===== config.mk =====
export PLATFORM = sky130hd
export DESIGN_NAME = rf_wr_arbiter
export DESIGN_NICKNAME = d
export VERILOG_FILES = /design/src/rtl/rf_pkg.sv /design/src/rtl/rf_wb_fifo.sv /design/src/rtl/rf_wr_arbiter.sv
export SDC_FILE = /design/constraint.sdc
export NUM_CORES = 1
export LEC_CHECK = 0
export CAP_MARGIN = 5
export CORE_AREA = 8 8 105 107
export CTS_CLUSTER_SIZE = 40
export DETAILED_ROUTE_END_ITERATION = 12
export DIE_AREA = 0 0 113 115
export PLACE_DENSITY = 0.76
export REMOVE_ABC_BUFFERS = 1
export SLEW_MARGIN = 15
export SYNTH_ARGS = -nofsm -noshare
export SYNTH_HDL_FRONTEND = slang
export SYNTH_HIERARCHICAL = 1
export SYNTH_SLANG_ARGS = --single-unit

===== constraint.sdc =====
create_clock -name clk -period 3 [get_ports clk]
set_input_delay 0.45 -clock clk [delete_from_list [all_inputs] [get_ports clk]]
set_output_delay 0.45 -clock clk [all_outputs]
set_load 0.1 [all_outputs]

===== src/rtl/rf_pkg.sv =====
// Shared register-file writeback types and widths.
// Used by rf_wb_fifo and rf_wr_arbiter.
package rf_pkg;

   localparam int REG_ADDR_W = 5;
   localparam int XLEN       = 32;

   // One register-file write request: valid, destination and payload.
   typedef struct packed {
      logic                  valid;
      logic [REG_ADDR_W-1:0] rd;
      logic [XLEN-1:0]       data;
   } wb_req_t;

   // x0 is hard-wired to zero, so a write to it is never performed.
   function automatic logic rd_writable(input logic [REG_ADDR_W-1:0] rd);
      return rd != '0;
   endfunction

endpackage


===== src/rtl/rf_wb_fifo.sv =====
// Result buffer for the multi-cycle unit.
// Holds pending register writes in arrival order. Each entry carries a kill
// bit that a newer pipeline write to the same rd can set, so the stale value
// drains out without touching the register file.
// Optional macro RF_FWD_EN exposes the entry contents for forwarding lookups.
module rf_wb_fifo
   import rf_pkg::*;
#(
   parameter int DEPTH = 2
)
(
   input  logic                  clk,
   input  logic                  rst_n,
   input  logic                  push,
   input  logic [REG_ADDR_W-1:0] push_rd,
   input  logic [XLEN-1:0]       push_data,
   input  logic                  pop,
   input  logic                  kill_en,
   input  logic [REG_ADDR_W-1:0] kill_rd,
   output logic                  empty,
   output logic                  full,
   output logic [REG_ADDR_W-1:0] head_rd,
   output logic [XLEN-1:0]       head_data,
   output logic                  head_kill
`ifdef RF_FWD_EN
   ,
   output logic [DEPTH-1:0]            ent_live,
   output logic [DEPTH*REG_ADDR_W-1:0] ent_rd,
   output logic [DEPTH*XLEN-1:0]       ent_data,
   output logic [$clog2(DEPTH)-1:0]    head_ptr
`endif
);

   localparam int PTR_W = $clog2(DEPTH);
   localparam int CNT_W = $clog2(DEPTH) + 1;

   logic [REG_ADDR_W-1:0] rd_mem_q   [DEPTH];
   logic [REG_ADDR_W-1:0] rd_mem_d   [DEPTH];
   logic [XLEN-1:0]       data_mem_q [DEPTH];
   logic [XLEN-1:0]       data_mem_d [DEPTH];
   logic [DEPTH-1:0]      valid_q, valid_d;
   logic [DEPTH-1:0]      kill_q, kill_d;
   logic [DEPTH-1:0]      rd_match;
   logic [PTR_W-1:0]      wr_ptr_q, wr_ptr_d;
   logic [PTR_W-1:0]      rd_ptr_q, rd_ptr_d;
   logic [CNT_W-1:0]      count_q, count_d;
   logic                  push_ok;
   logic                  pop_ok;

   // Status flags and head view; push/pop are ignored when they would overflow or underflow.
   always_comb begin
      empty     = (count_q == '0);
      full      = (count_q == CNT_W'(DEPTH));
      push_ok   = push & ~full;
      pop_ok    = pop & ~empty;
      head_rd   = rd_mem_q[rd_ptr_q];
      head_data = data_mem_q[rd_ptr_q];
      head_kill = kill_q[rd_ptr_q];
   end

   // Which live entries target the register the pipeline is writing right now.
   always_comb begin
      rd_match = '0;
      for (int i = 0; i < DEPTH; i++) begin
         rd_match[i] = valid_q[i] & (rd_mem_q[i] == kill_rd);
      end
   end

   // Next state: kill matching entries, then pop the head, then append the new entry.
   always_comb begin
      rd_mem_d   = rd_mem_q;
      data_mem_d = data_mem_q;
      valid_d    = valid_q;
      kill_d     = kill_q;
      wr_ptr_d   = wr_ptr_q;
      rd_ptr_d   = rd_ptr_q;
      count_d    = count_q;

      if (kill_en) begin
         kill_d = kill_q | rd_match;
      end

      if (pop_ok) begin
         valid_d[rd_ptr_q] = 1'b0;
         kill_d[rd_ptr_q]  = 1'b0;
         rd_ptr_d          = rd_ptr_q + 1'b1;
      end

      // The slot being written is free, so its kill bit starts clear: this result is newest.
      if (push_ok) begin
         rd_mem_d[wr_ptr_q]   = push_rd;
         data_mem_d[wr_ptr_q] = push_data;
         valid_d[wr_ptr_q]    = 1'b1;
         kill_d[wr_ptr_q]     = 1'b0;
         wr_ptr_d             = wr_ptr_q + 1'b1;
      end

      case ({push_ok, pop_ok})
         2'b10:   count_d = count_q + 1'b1;
         2'b01:   count_d = count_q - 1'b1;
         default: count_d = count_q;
      endcase
   end

   // Storage and pointer registers; reset discards every buffered entry.
   always_ff @(posedge clk or negedge rst_n) begin
      if (!rst_n) begin
         for (int i = 0; i < DEPTH; i++) begin
            rd_mem_q[i]   <= '0;
            data_mem_q[i] <= '0;
         end
         valid_q  <= '0;
         kill_q   <= '0;
         wr_ptr_q <= '0;
         rd_ptr_q <= '0;
         count_q  <= '0;
      end else begin
         for (int i = 0; i < DEPTH; i++) begin
            rd_mem_q[i]   <= rd_mem_d[i];
            data_mem_q[i] <= data_mem_d[i];
         end
         valid_q  <= valid_d;
         kill_q   <= kill_d;
         wr_ptr_q <= wr_ptr_d;
         rd_ptr_q <= rd_ptr_d;
         count_q  <= count_d;
      end
   end

`ifdef RF_FWD_EN
   // Flattened entry view for the forwarding lookup in the arbiter.
   always_comb begin
      ent_live = valid_q & ~kill_q;
      ent_rd   = '0;
      ent_data = '0;
      head_ptr = rd_ptr_q;
      for (int i = 0; i < DEPTH; i++) begin
         ent_rd[i*REG_ADDR_W +: REG_ADDR_W] = rd_mem_q[i];
         ent_data[i*XLEN +: XLEN]           = data_mem_q[i];
      end
   end
`endif

endmodule


===== src/rtl/rf_wr_arbiter.sv =====
// Register-file write-port arbiter.
// The pipeline writeback slot always wins the single write port; results from
// the multi-cycle unit wait in rf_wb_fifo and drain on idle cycles. A starve
// counter asks the pipeline to stall when the buffer has been denied too long.
// Optional macro RF_FWD_EN adds two read-forwarding lookups over pending results.
module rf_wr_arbiter
   import rf_pkg::*;
#(
   parameter int DEPTH      = 2,
   parameter int STARVE_MAX = 4
)
(
   input  logic                  clk,
   input  logic                  rst_n,
   input  logic                  wb_valid,
   input  logic [REG_ADDR_W-1:0] wb_rd,
   input  logic [XLEN-1:0]       wb_data,
   input  logic                  mdu_valid,
   input  logic [REG_ADDR_W-1:0] mdu_rd,
   input  logic [XLEN-1:0]       mdu_data,
   output logic                  mdu_ready,
   output logic                  rf_we,
   output logic [REG_ADDR_W-1:0] rf_waddr,
   output logic [XLEN-1:0]       rf_wdata,
   output logic                  stall_req
`ifdef RF_FWD_EN
   ,
   input  logic [REG_ADDR_W-1:0] q_rs1,
   input  logic [REG_ADDR_W-1:0] q_rs2,
   output logic                  q_hit1,
   output logic                  q_hit2,
   output logic [XLEN-1:0]       q_data1,
   output logic [XLEN-1:0]       q_data2
`endif
);

   localparam int ST_W = $clog2(STARVE_MAX + 1);

   wb_req_t               wb_req;
   wb_req_t               wr_req;
   logic                  wb_grant;
   logic                  head_pop;
   logic                  push;
   logic                  fifo_empty;
   logic                  fifo_full;
   logic [REG_ADDR_W-1:0] head_rd;
   logic [XLEN-1:0]       head_data;
   logic                  head_kill;
   logic                  run_q, run_d;
   logic [ST_W-1:0]       starve_q, starve_d;

`ifdef RF_FWD_EN
   logic [DEPTH-1:0]            ent_live;
   logic [DEPTH*REG_ADDR_W-1:0] ent_rd;
   logic [DEPTH*XLEN-1:0]       ent_data;
   logic [$clog2(DEPTH)-1:0]    head_ptr;
`endif

   rf_wb_fifo #(
      .DEPTH (DEPTH)
   ) u_fifo (
      .clk       (clk),
      .rst_n     (rst_n),
      .push      (push),
      .push_rd   (mdu_rd),
      .push_data (mdu_data),
      .pop       (head_pop),
      .kill_en   (wb_grant),
      .kill_rd   (wb_rd),
      .empty     (fifo_empty),
      .full      (fifo_full),
      .head_rd   (head_rd),
      .head_data (head_data),
      .head_kill (head_kill)
`ifdef RF_FWD_EN
      ,
      .ent_live  (ent_live),
      .ent_rd    (ent_rd),
      .ent_data  (ent_data),
      .head_ptr  (head_ptr)
`endif
   );

   // Arbitration: pipeline slot first, otherwise the buffer head; rd==0 results are swallowed.
   always_comb begin
      wb_req.valid = wb_valid;
      wb_req.rd    = wb_rd;
      wb_req.data  = wb_data;

      wb_grant  = rst_n & wb_req.valid & rd_writable(wb_req.rd);
      head_pop  = ~wb_grant & ~fifo_empty;
      mdu_ready = run_q & ~fifo_full;
      push      = mdu_valid & mdu_ready & rd_writable(mdu_rd);

      wr_req = '0;
      if (wb_grant) begin
         wr_req = wb_req;
      end else if (head_pop && !head_kill) begin
         wr_req.valid = 1'b1;
         wr_req.rd    = head_rd;
         wr_req.data  = head_data;
      end

      rf_we    = wr_req.valid;
      rf_waddr = wr_req.rd;
      rf_wdata = wr_req.data;
   end

   // Starvation tracking: count cycles the buffered head loses to the pipeline.
   always_comb begin
      run_d = 1'b1;
      if (wb_grant && !fifo_empty) begin
         starve_d = (starve_q == ST_W'(STARVE_MAX)) ? starve_q : starve_q + 1'b1;
      end else begin
         starve_d = '0;
      end
      stall_req = (starve_q == ST_W'(STARVE_MAX));
   end

   // run_q keeps mdu_ready low until the first clock edge after reset release.
   always_ff @(posedge clk or negedge rst_n) begin
      if (!rst_n) begin
         run_q    <= 1'b0;
         starve_q <= '0;
      end else begin
         run_q    <= run_d;
         starve_q <= starve_d;
      end
   end

`ifdef RF_FWD_EN
   // Forwarding: scan oldest to youngest so the youngest live match wins, then the current push.
   always_comb begin
      logic [$clog2(DEPTH)-1:0] idx;
      logic [REG_ADDR_W-1:0]    e_rd;
      q_hit1  = 1'b0;
      q_hit2  = 1'b0;
      q_data1 = '0;
      q_data2 = '0;
      idx     = head_ptr;
      e_rd    = '0;
      for (int k = 0; k < DEPTH; k++) begin
         idx  = head_ptr + ($clog2(DEPTH))'(k);
         e_rd = ent_rd[int'(idx)*REG_ADDR_W +: REG_ADDR_W];
         if (ent_live[idx] && rd_writable(q_rs1) && (e_rd == q_rs1)) begin
            q_hit1  = 1'b1;
            q_data1 = ent_data[int'(idx)*XLEN +: XLEN];
         end
         if (ent_live[idx] && rd_writable(q_rs2) && (e_rd == q_rs2)) begin
            q_hit2  = 1'b1;
            q_data2 = ent_data[int'(idx)*XLEN +: XLEN];
         end
      end
      if (push && rd_writable(q_rs1) && (mdu_rd == q_rs1)) begin
         q_hit1  = 1'b1;
         q_data1 = mdu_data;
      end
      if (push && rd_writable(q_rs2) && (mdu_rd == q_rs2)) begin
         q_hit2  = 1'b1;
         q_data2 = mdu_data;
      end
   end
`endif

endmodule


==> impl_metrics.py <==
metrics = {
    "run_status": {
        "outcome": "completed",
    },
    "logic_synthesis": {
        "synth-edff-count": 0,
        "synth_flop_cell": "dfrtp_1",
        "netlist_area_sq_mm": 0.004478,
        "yosysMostFrequentCell": "mux2_2",
        "syn_area_per_cell_sq_um": 13.49,
        "yosys-top-cells-count": "mux2_2, dfrtp_1, a22o_1",
        "yosysSeqAreaShare": 0.4806,
        "ys_types": 42,
        "synth_top_area_cell": "dfrtp_1",
        "synthArstFlopShare": 1.000,
        "synth-seq-cells": 86,
        "ys_warn_count": 6,
        "yosysTopAreaCellShare": 0.4806,
        "synth_area_leaders": "dfrtp_1, mux2_2, a22o_1",
        "postSynthCellCount": 332,
    },
    "worst_setup_path": {
        "r2r_slack_ns": 0.68,
        "cp.arrival_ns": 2.38,
        "cp.required_ns": 2.55,
        "crit_fanout": 21,
        "worst-path-buf-inv": 3,
        "crit_family": "buffers and inverters",
        "critPathMaxStageDelay_ns": 0.51,
        "path_cells": "clkdlybuf4s50_1, nor4_2, a31o_1, buf_4, a22o_1, buf_12",
        "reg2reg_to": "u_fifo/data_mem_q[44]",
        "reg2reg_from": "u_fifo/count_q[0]",
        "start_kind": "input pin",
        "reg2regPathDepth": 9,
        "cp-end-kind": "output pin",
        "critPathKind": "input pin to output pin",
        "cp_slowest_cell": "clkdlybuf4s50_1",
    },
    "floorplanning": {
        "die_area_sq_mm": 0.01300,
        "core_area_sq_mm": 0.009459,
        "die_y_um": 115,
        "die_w_um": 113,
        "start_util": 0.4734,
        "rows": 36,
        "boundaryPins": 118,
    },
    "global_routing": {
        "grt_max_degree": 45,
        "grt_antenna_before_repair": 0,
        "grtUsageTotal": 0.1651,
        "grt.overflow.total": 0,
        "grt_pass1_wl_um": 17370,
        "grt_pass1_vias": 3524,
    },
    "routing": {
        "vias_per_cell": 5.490,
        "ant_nets": 0,
        "num_vias": 3113,
        "firstDrtPassIters": 4,
        "drc": 0,
        "drt_iter0_drc": 75,
        "wl_per_cell_um": 18.46,
        "routed_wl_um": 10470,
    },
    "layout": {
        "drive_above_1_share": 0.4084,
        "area_delta_synth_final_pct": 39.54,
        "nets": 529,
        "fillers": 711,
        "diodes": 0,
    },
    "timing": {
        "period_needed_ns": 2.826,
        "timing.final.crit_share": 0.9420,
        "fin_ws_ns": 0.1739,
        "setup_viol": 0,
        "maxSlewViolCount": 0,
        "max_slew.worst_pin.slew_ns": 0.6275,
        "timing.slew.headroom": 0.5817,
        "skew_ns": 0.009913,
        "rsz0062_at_grt": "false",
        "fmax_mhz": 353.8,
        "hold_viol_final": 0,
    },
    "clock_tree": {
        "clkTransAtPathRegs_ns": 0.09,
        "h-tree-depth": 3,
        "clk_latency_ns": 0.34,
        "cts_tree": "done",
        "cts_hold_buf": 0,
        "clock_path_buffers": 2,
        "cts_setup_buffers": 0,
        "cts-resized-gates": 0,
        "cts.sinks": 86,
        "root_buffer": "clkbuf_8",
        "cts_made_buffers": 9,
    },
    "placement": {
        "gp_congestion": 0.7850,
        "numPortBuffers": 117,
        "pre_cts_slack_ns": 0.1897,
        "dp_hpwl_um": 7645,
    },
    "min_path": {
        "hp-class": "input pin to async pin",
    },
    "job": {
        "maxCapViolations": 0,
    },
}
## flip-flops by register name, indices dropped and copies added, names as in the netlist
signal             cells
u_fifo/count_q         2
u_fifo/wr_ptr_q        1
u_fifo/rd_ptr_q        1
u_fifo/rd_mem_q       10
u_fifo/valid_q         2
starve_q               3
run_q                  1
u_fifo/data_mem_q     64
u_fifo/kill_q          2
## worst reg2reg max path, stage by stage, from the launching register on
cell and delay, ns:
dfrtp_1 0.44, nand2b_4 0.18, inv_1 0.05, nor2b_1 0.16, nand2_1 0.08, a21oi_1 0.20, nand2b_1 0.17, nor2b_4 0.14
buf_4 0.37, mux2_2 0.41
## worst max path at each step
stage / from / to / slack, ns / depth (start not counted)
floorplan: u_fifo/rd_ptr_q / rf_waddr[0] / -0.76 / 4
global placement: wb_rd[2] / rf_wdata[14] / 0.28 / 6
detailed placement: wb_rd[2] / rf_wdata[2] / 0.19 / 6
CTS: wb_rd[1] / rf_wdata[2] / 0.18 / 6
global route: wb_rd[1] / rf_wdata[2] / 0.08 / 6
finish: wb_rd[1] / rf_wdata[2] / 0.17 / 6
## metrics by stage
stage,instance area [sq um],setup TNS [ns],util,instances,hold WS (ns)
6_report,6248,0,0.6606,567,0.1954
5_1_grt,6248,0,0.6606,567,0.2362
4_1_cts,6248,0,0.6606,567,0.2091
3_5_place_dp,6042,0,0.6388,551,0.4745
3_3_place_gp,6042,0,0.6388,551,0.4661
2_1_floorplan,4268,-62.11,-,310,0.1544
## layout by cell type (no fill, tap or decap), drive strengths merged, types with 3 or more instances in the layout
cell	Yosys	final
clkdlybuf4s50	0	76
nor2	7	7
nand2	8	8
ha	3	3
xnor2	5	5
clkbuf	1	10
nor3b	3	3
nor2b	5	5
inv	10	12
a22o	37	37
dfrtp	86	86
xor2	7	7
buf	21	51
o21ai	7	7
mux2	110	110
## cells by family (layout without fill, tap and decap cells)
family | after synthesis | count (layout) | synth area share
flops | 86 | 86 | 0.4806
buf+inv | 32 | 153 | 0.05532
fa+ha+maj | 3 | 3 | 0.008383
compound gates | 55 | 55 | 0.09947
xor+xnor | 12 | 12 | 0.02347
simple gates | 32 | 32 | 0.04638
other cells | 1 | 1 | 0.0008374
mux | 111 | 111 | 0.2856
## cell type report
class | instances | area [sq um] | area share
flip-flops and latches | 86 | 2153 | 0.3446
multi-input cells | 214 | 2090 | 0.3344
repair buffers | 127 | 1619 | 0.2591
well taps | 114 | 142.6 | 0.02283
clock buffers | 10 | 137.6 | 0.02203
clock inverters | 6 | 68.82 | 0.01101
inverters | 10 | 37.54 | 0.006007
## metal layers
layer	share of wire	track usage
met5	0	0
met4	0.019	0.05950
met3	0.057	0.05200
met2	0.51	0.2909
met1	0.41	0.1843
Power is not shown: default switching activity piles up to over one toggle a cycle in this logic, so the estimate is an artifact.
